--- src/rtl/uart_rx_packet_ctrl.sv ---
// uart_rx_packet_ctrl: reads the receiver FIFO, parses SYNC/ADDR/LEN/payload/CHK frames and releases checked payloads.
// Optional RX_TIMEOUT_EN adds an inter-byte timeout that aborts a stalled frame.
module uart_rx_packet_ctrl #(
    parameter logic [7:0] SYNC_BYTE      = 8'hA5,
    parameter int         MAX_LEN        = 16,
    parameter int         TIMEOUT_CYCLES = 50000
) (
    input  logic       clk_main,
    input  logic       rst_main_n,
    input  logic [7:0] rf_data,
    input  logic       rf_empty,
    output logic       rf_rd,
    output logic [7:0] pkt_addr,
    output logic [7:0] pkt_len,
    output logic [7:0] pkt_data,
    output logic       pkt_valid,
    input  logic       pkt_ready,
    output logic       pkt_last,
    output logic       err_pulse,
    output logic [1:0] err_code,
    output logic       busy
);
    localparam int IW = (MAX_LEN > 1) ? $clog2(MAX_LEN) : 1;

    typedef enum logic [2:0] {HUNT, ADDR, LEN, PAYLOAD, CHK, DELIVER} state_t;

    state_t        state_q, state_d;
    logic [7:0]    addr_q, addr_d, len_q, len_d, chk_q, chk_d;
    logic [IW-1:0] idx_q, idx_d;
    logic          rd_pend_q, err_pulse_q, err_pulse_d;
    logic [1:0]    err_code_q, err_code_d;
    logic [7:0]    mem_q [MAX_LEN];
    logic          byte_v, last, wr_en, tmo_hit;

    // A read issued last cycle means rf_data holds a fresh byte now.
    assign byte_v    = rd_pend_q;
    assign last      = (8'(idx_q) == len_q - 8'd1);
    assign rf_rd     = rst_main_n && (state_q != DELIVER) && !rf_empty && !rd_pend_q;
    assign pkt_valid = (state_q == DELIVER);
    assign pkt_data  = pkt_valid ? mem_q[idx_q] : 8'd0;
    assign pkt_last  = pkt_valid && last;
    assign pkt_addr  = addr_q;
    assign pkt_len   = len_q;
    assign err_pulse = err_pulse_q;
    assign err_code  = err_code_q;
    assign busy      = (state_q != HUNT);

`ifdef RX_TIMEOUT_EN
    localparam int TW = $clog2(TIMEOUT_CYCLES + 1);
    logic [TW-1:0] tmo_q, tmo_d;
    logic          counting;
    assign counting = (state_q == ADDR) || (state_q == LEN) || (state_q == PAYLOAD) || (state_q == CHK);
    assign tmo_hit  = counting && !byte_v && (tmo_q == TW'(TIMEOUT_CYCLES - 1));
    assign tmo_d    = (!counting || byte_v || tmo_hit) ? '0 : tmo_q + TW'(1);
    always_ff @(posedge clk_main or negedge rst_main_n) begin
        if (!rst_main_n) tmo_q <= '0;
        else             tmo_q <= tmo_d;
    end
`else
    logic tmo_unused;
    assign tmo_unused = (TIMEOUT_CYCLES == 0);
    assign tmo_hit    = 1'b0;
`endif

    always_comb begin
        state_d     = state_q;
        addr_d      = addr_q;
        len_d       = len_q;
        chk_d       = chk_q;
        idx_d       = idx_q;
        err_pulse_d = 1'b0;
        err_code_d  = err_code_q;
        wr_en       = 1'b0;
        case (state_q)
            HUNT: if (byte_v && rf_data == SYNC_BYTE) state_d = ADDR;
            ADDR: if (byte_v) begin
                addr_d  = rf_data;
                chk_d   = rf_data;
                state_d = LEN;
            end
            LEN: if (byte_v) begin
                if (rf_data == 8'd0 || rf_data > 8'(MAX_LEN)) begin
                    err_pulse_d = 1'b1;
                    err_code_d  = 2'b01;
                    state_d     = HUNT;
                end else begin
                    len_d   = rf_data;
                    chk_d   = chk_q ^ rf_data;
                    idx_d   = '0;
                    state_d = PAYLOAD;
                end
            end
            PAYLOAD: if (byte_v) begin
                wr_en   = 1'b1;
                chk_d   = chk_q ^ rf_data;
                idx_d   = idx_q + 1'b1;
                state_d = last ? CHK : PAYLOAD;
            end
            CHK: if (byte_v) begin
                if (rf_data == chk_q) begin
                    idx_d   = '0;
                    state_d = DELIVER;
                end else begin
                    err_pulse_d = 1'b1;
                    err_code_d  = 2'b10;
                    state_d     = HUNT;
                end
            end
            DELIVER: if (pkt_ready) begin
                idx_d   = idx_q + 1'b1;
                state_d = last ? HUNT : DELIVER;
            end
            default: state_d = HUNT;
        endcase
        if (tmo_hit) begin
            err_pulse_d = 1'b1;
            err_code_d  = 2'b11;
            state_d     = HUNT;
        end
    end

    always_ff @(posedge clk_main or negedge rst_main_n) begin
        if (!rst_main_n) begin
            state_q     <= HUNT;
            addr_q      <= '0;
            len_q       <= '0;
            chk_q       <= '0;
            idx_q       <= '0;
            rd_pend_q   <= 1'b0;
            err_pulse_q <= 1'b0;
            err_code_q  <= '0;
        end else begin
            state_q     <= state_d;
            addr_q      <= addr_d;
            len_q       <= len_d;
            chk_q       <= chk_d;
            idx_q       <= idx_d;
            rd_pend_q   <= rf_rd;
            err_pulse_q <= err_pulse_d;
            err_code_q  <= err_code_d;
        end
    end

    // Payload store needs no reset; it is only read after a full frame is written.
    always_ff @(posedge clk_main) begin
        if (wr_en) mem_q[idx_q] <= rf_data;
    end
endmodule

--- config.mk ---
export PLATFORM = sky130hd
export DESIGN_NAME = uart_rx_packet_ctrl
export DESIGN_NICKNAME = d
export VERILOG_FILES = /design/src/rtl/uart_rx_packet_ctrl.sv
export SDC_FILE = /design/constraint.sdc
export NUM_CORES = 1
export LEC_CHECK = 0
export CAP_MARGIN = 5
export CORE_MARGIN = 2
export CORE_UTILIZATION = 28
export CTS_CLUSTER_DIAMETER = 150
export DETAILED_ROUTE_END_ITERATION = 8
export SYNTH_ARGS = -nofsm -noshare
export SYNTH_HDL_FRONTEND = slang
export SYNTH_SLANG_ARGS = --single-unit
--- constraint.sdc ---
create_clock -name clk_main -period 3.4 [get_ports clk_main]
set_input_delay 0.68 -clock clk_main [delete_from_list [all_inputs] [get_ports clk_main]]
set_output_delay 0.68 -clock clk_main [all_outputs]
set_load 0.005 [all_outputs]
==> out/qor.txt <==
status: finished clean
Final period util: 96.5%
routed vias: 4152
RSZ-0062 raised after global routing: false
Max VDD drop: 0.000365 V
fin nets: 535
P_leak: 3.19 nW
die height: 165 microns
total CTS buffers: 17
initial detailed-routing violation count: 384
Tot GR Track Use: 12.7%
P per Cell Area: 690 nW/um^2
fillers: 2413
antenna viol nets, final: 0
vias per cell: 4.81
Buf/Inv on CP: 4
Yosys Warn Count: 0
WHS: 0.361 ns
final WL: 16600 microns
worst-margin pin slew: 0.906 ns
DRC: 0
proportion of layout cells with a drive suffix above 1: 27.1%
sequential-to-total area share from yosys stat: 64.8%
Critical Path Slowest Stage Cell: clkdlybuf4s50_1
largest net degree at the start of global routing: 36
maximum clock frequency: 305 MHz
number of global-route vias before repair: 4376
Mapped Area: 7280 sq um
Yosys top cell area share: 52.8%
CP dominant cell by count: buf_4
top post-synthesis cells by area: edfxtp_1 53%, dfrtp_1 12%, mux4_1 6.9%
CORE AREA: 25800 sq um
share of flip-flops with an asynchronous set or reset: 21.5%
number of flops mapped to enable cells by yosys: 128
sequential cell area: 4720 sq um
Mapped Cells: 431
worst setup slack after layout: 0.118 ns
Net Count, Synth: 450
first-pass GRT wire length: 25700 microns
Tot Pwr: 6.15 mW
TritonCTS clock tree: yes
prevailing post-synth register cell: edfxtp_1
Placer Congestion: 0.785
crit-path max cell delay: 0.54 ns
critical path arrival: 2.60 ns
crit-path max FO: 3
gr ovfl total: 0
relative slew slack: 39.4%
CP required: 2.72 ns
CP Launch Type: flop
area grow syn2layout: 22.6%
clock buffer depth: 2
Die Area: 27300 sq um
CTS HTree Levels: 4
iteration count of the initial detailed-routing pass: 5
Final Skew: 0.0129 ns
most common cell in the netlist: edfxtp_1
Synth area leader: edfxtp_1
worst setup path class: flop to primary output
clock slew at reported path FFs: 0.07 ns
wire per inst: 19.3 microns
antenna cell count: 0
Worst Setup End Kind: primary output
synthesized flop and latch total: 163
Max-Cap Viols: 0
Synth top cells by count: 128 x edfxtp_1, 35 x dfrtp_1, 21 x a21oi_1, 21 x mux4_2, 21 x nor2_1
Port Buffer Count: 42
clock latency on the worst-skew pair: 0.42 ns
Distinct cells, synth: 60
Root Buffer: clkbuf_16
Hold Fails Final Rpt: 0
Sink Count: 163
Top delay family on crit path: buffers and inverters
Slew Viols, Final: 0
min Tclk post-route: 3.28 ns
area occupied by multi-input gates: 2270 sq um
Final TNS setup: 0 ns
Detailed Place HPWL: 11100 microns
HP Class: input pin to asynchronous set/reset pin
final setup fails: 0
initial antenna violation count: 0
chip width: 165 microns
pre-CTS setup slack: 0.252 ns
worst path cell trace: buf_6 -> buf_4 -> buf_4 -> xor2_1 -> o211a_1 -> o211ai_1 -> nor4b_2 -> clkdlybuf4s50_1
initial core utilization: 28.3%
Avg Inst Size Synth: 16.9 sq um
Rows: 59
io pins: 43
flip-flops by register name, indices dropped and copies added, names as in the netlist:
signal,flops
chk_q,8
pkt_len,8
err_code,2
pkt_addr,8
state_q,3
byte_v,1
idx_q,4
mem_q,128
err_pulse,1
per-layer routing:
| metal | vias to the layer above | share of wire [%] | track usage [%] |
|---|---|---|---|
| li1 | 1866 | - | - |
| met1 | 2154 | 44 | 17.0 |
| met2 | 118 | 49 | 20.8 |
| met3 | 14 | 5.3 | 2.70 |
| met4 | 0 | 1.5 | 3.72 |
| met5 | - | 0 | 0 |
through the flow:
step,instances,utilization (%),instance area [sq um]
2_1_floorplan,431,-,7280
3_3_place_gp,817,31.8,8190
3_5_place_dp,817,31.8,8190
4_1_cts,853,34.2,8820
5_1_grt,863,34.6,8920
6_report,863,34.6,8920
kinds of logic after synthesis:
kind of cell             count (synthesis)  synth area share, %
flip-flops                             163                 64.8
XOR/XNOR                                14                 1.79
adder cells (fa/ha/maj)                  7                 1.20
multiplexers                            57                 15.9
buffers and inverters                   37                 3.49
AND/OR/NAND/NOR                         98                 7.58
AO/OA/AOI/OAI                           55                 5.16
cell usage in the layout (no fill, tap or decap), types with 11 or more instances in the layout:
master and instances:
mux4_2 34, nor2_1 21, dfrtp_1 32, edfxtp_1 128, a21oi_1 21, buf_4 44
xor2_1 11, and2_1 12, clkbuf_16 18, clkdlybuf4s50_1 33, mux2_2 14, nand3_1 11
nand2_1 14, inv_1 11
cell type report:
type                       count  share of cell area [%]
sequential                   163                    52.9
inverter                      11                   0.463
multi-input combinational    231                    25.5
clock buffer                  17                    4.77
clock inverter                14                    1.91
timing repair buffer          92                    9.76
tap                          335                    4.70
timing repair:
item / 4_1_cts / 5_1_grt
hold buffers: 0 / 0
buffers inserted: 5 / 9
setup endpoints to repair: 9 / 6
pin swaps: 0 / 1
gates resized for setup: 15 / 15
cloned: 0 / 1
worst paths after layout:
check                           cells after the start        start  slack (ns)      endpoint
worst max-delay path                                8     idx_q[0]        0.12      pkt_last
worst min-delay path                                2   rst_main_n        0.36   pkt_addr[4]
worst max register to register                      4   state_q[0]        0.75  mem_q[10][5]
worst min register to register                      1  pkt_addr[5]        0.52   pkt_addr[5]
max in group asynchronous                           2   rst_main_n        2.66    pkt_len[0]
min in group clk_main                               1  pkt_addr[5]        0.52   pkt_addr[5]
power breakdown:
group / internal (mW) / switching [mW] / total [mW]
registers: 2.31 / 0.173 / 2.49
clock network: 1.11 / 0.856 / 1.96
logic: 0.929 / 0.774 / 1.70
total: 4.35 / 1.80 / 6.15
Power figures use the tool's default switching activity.
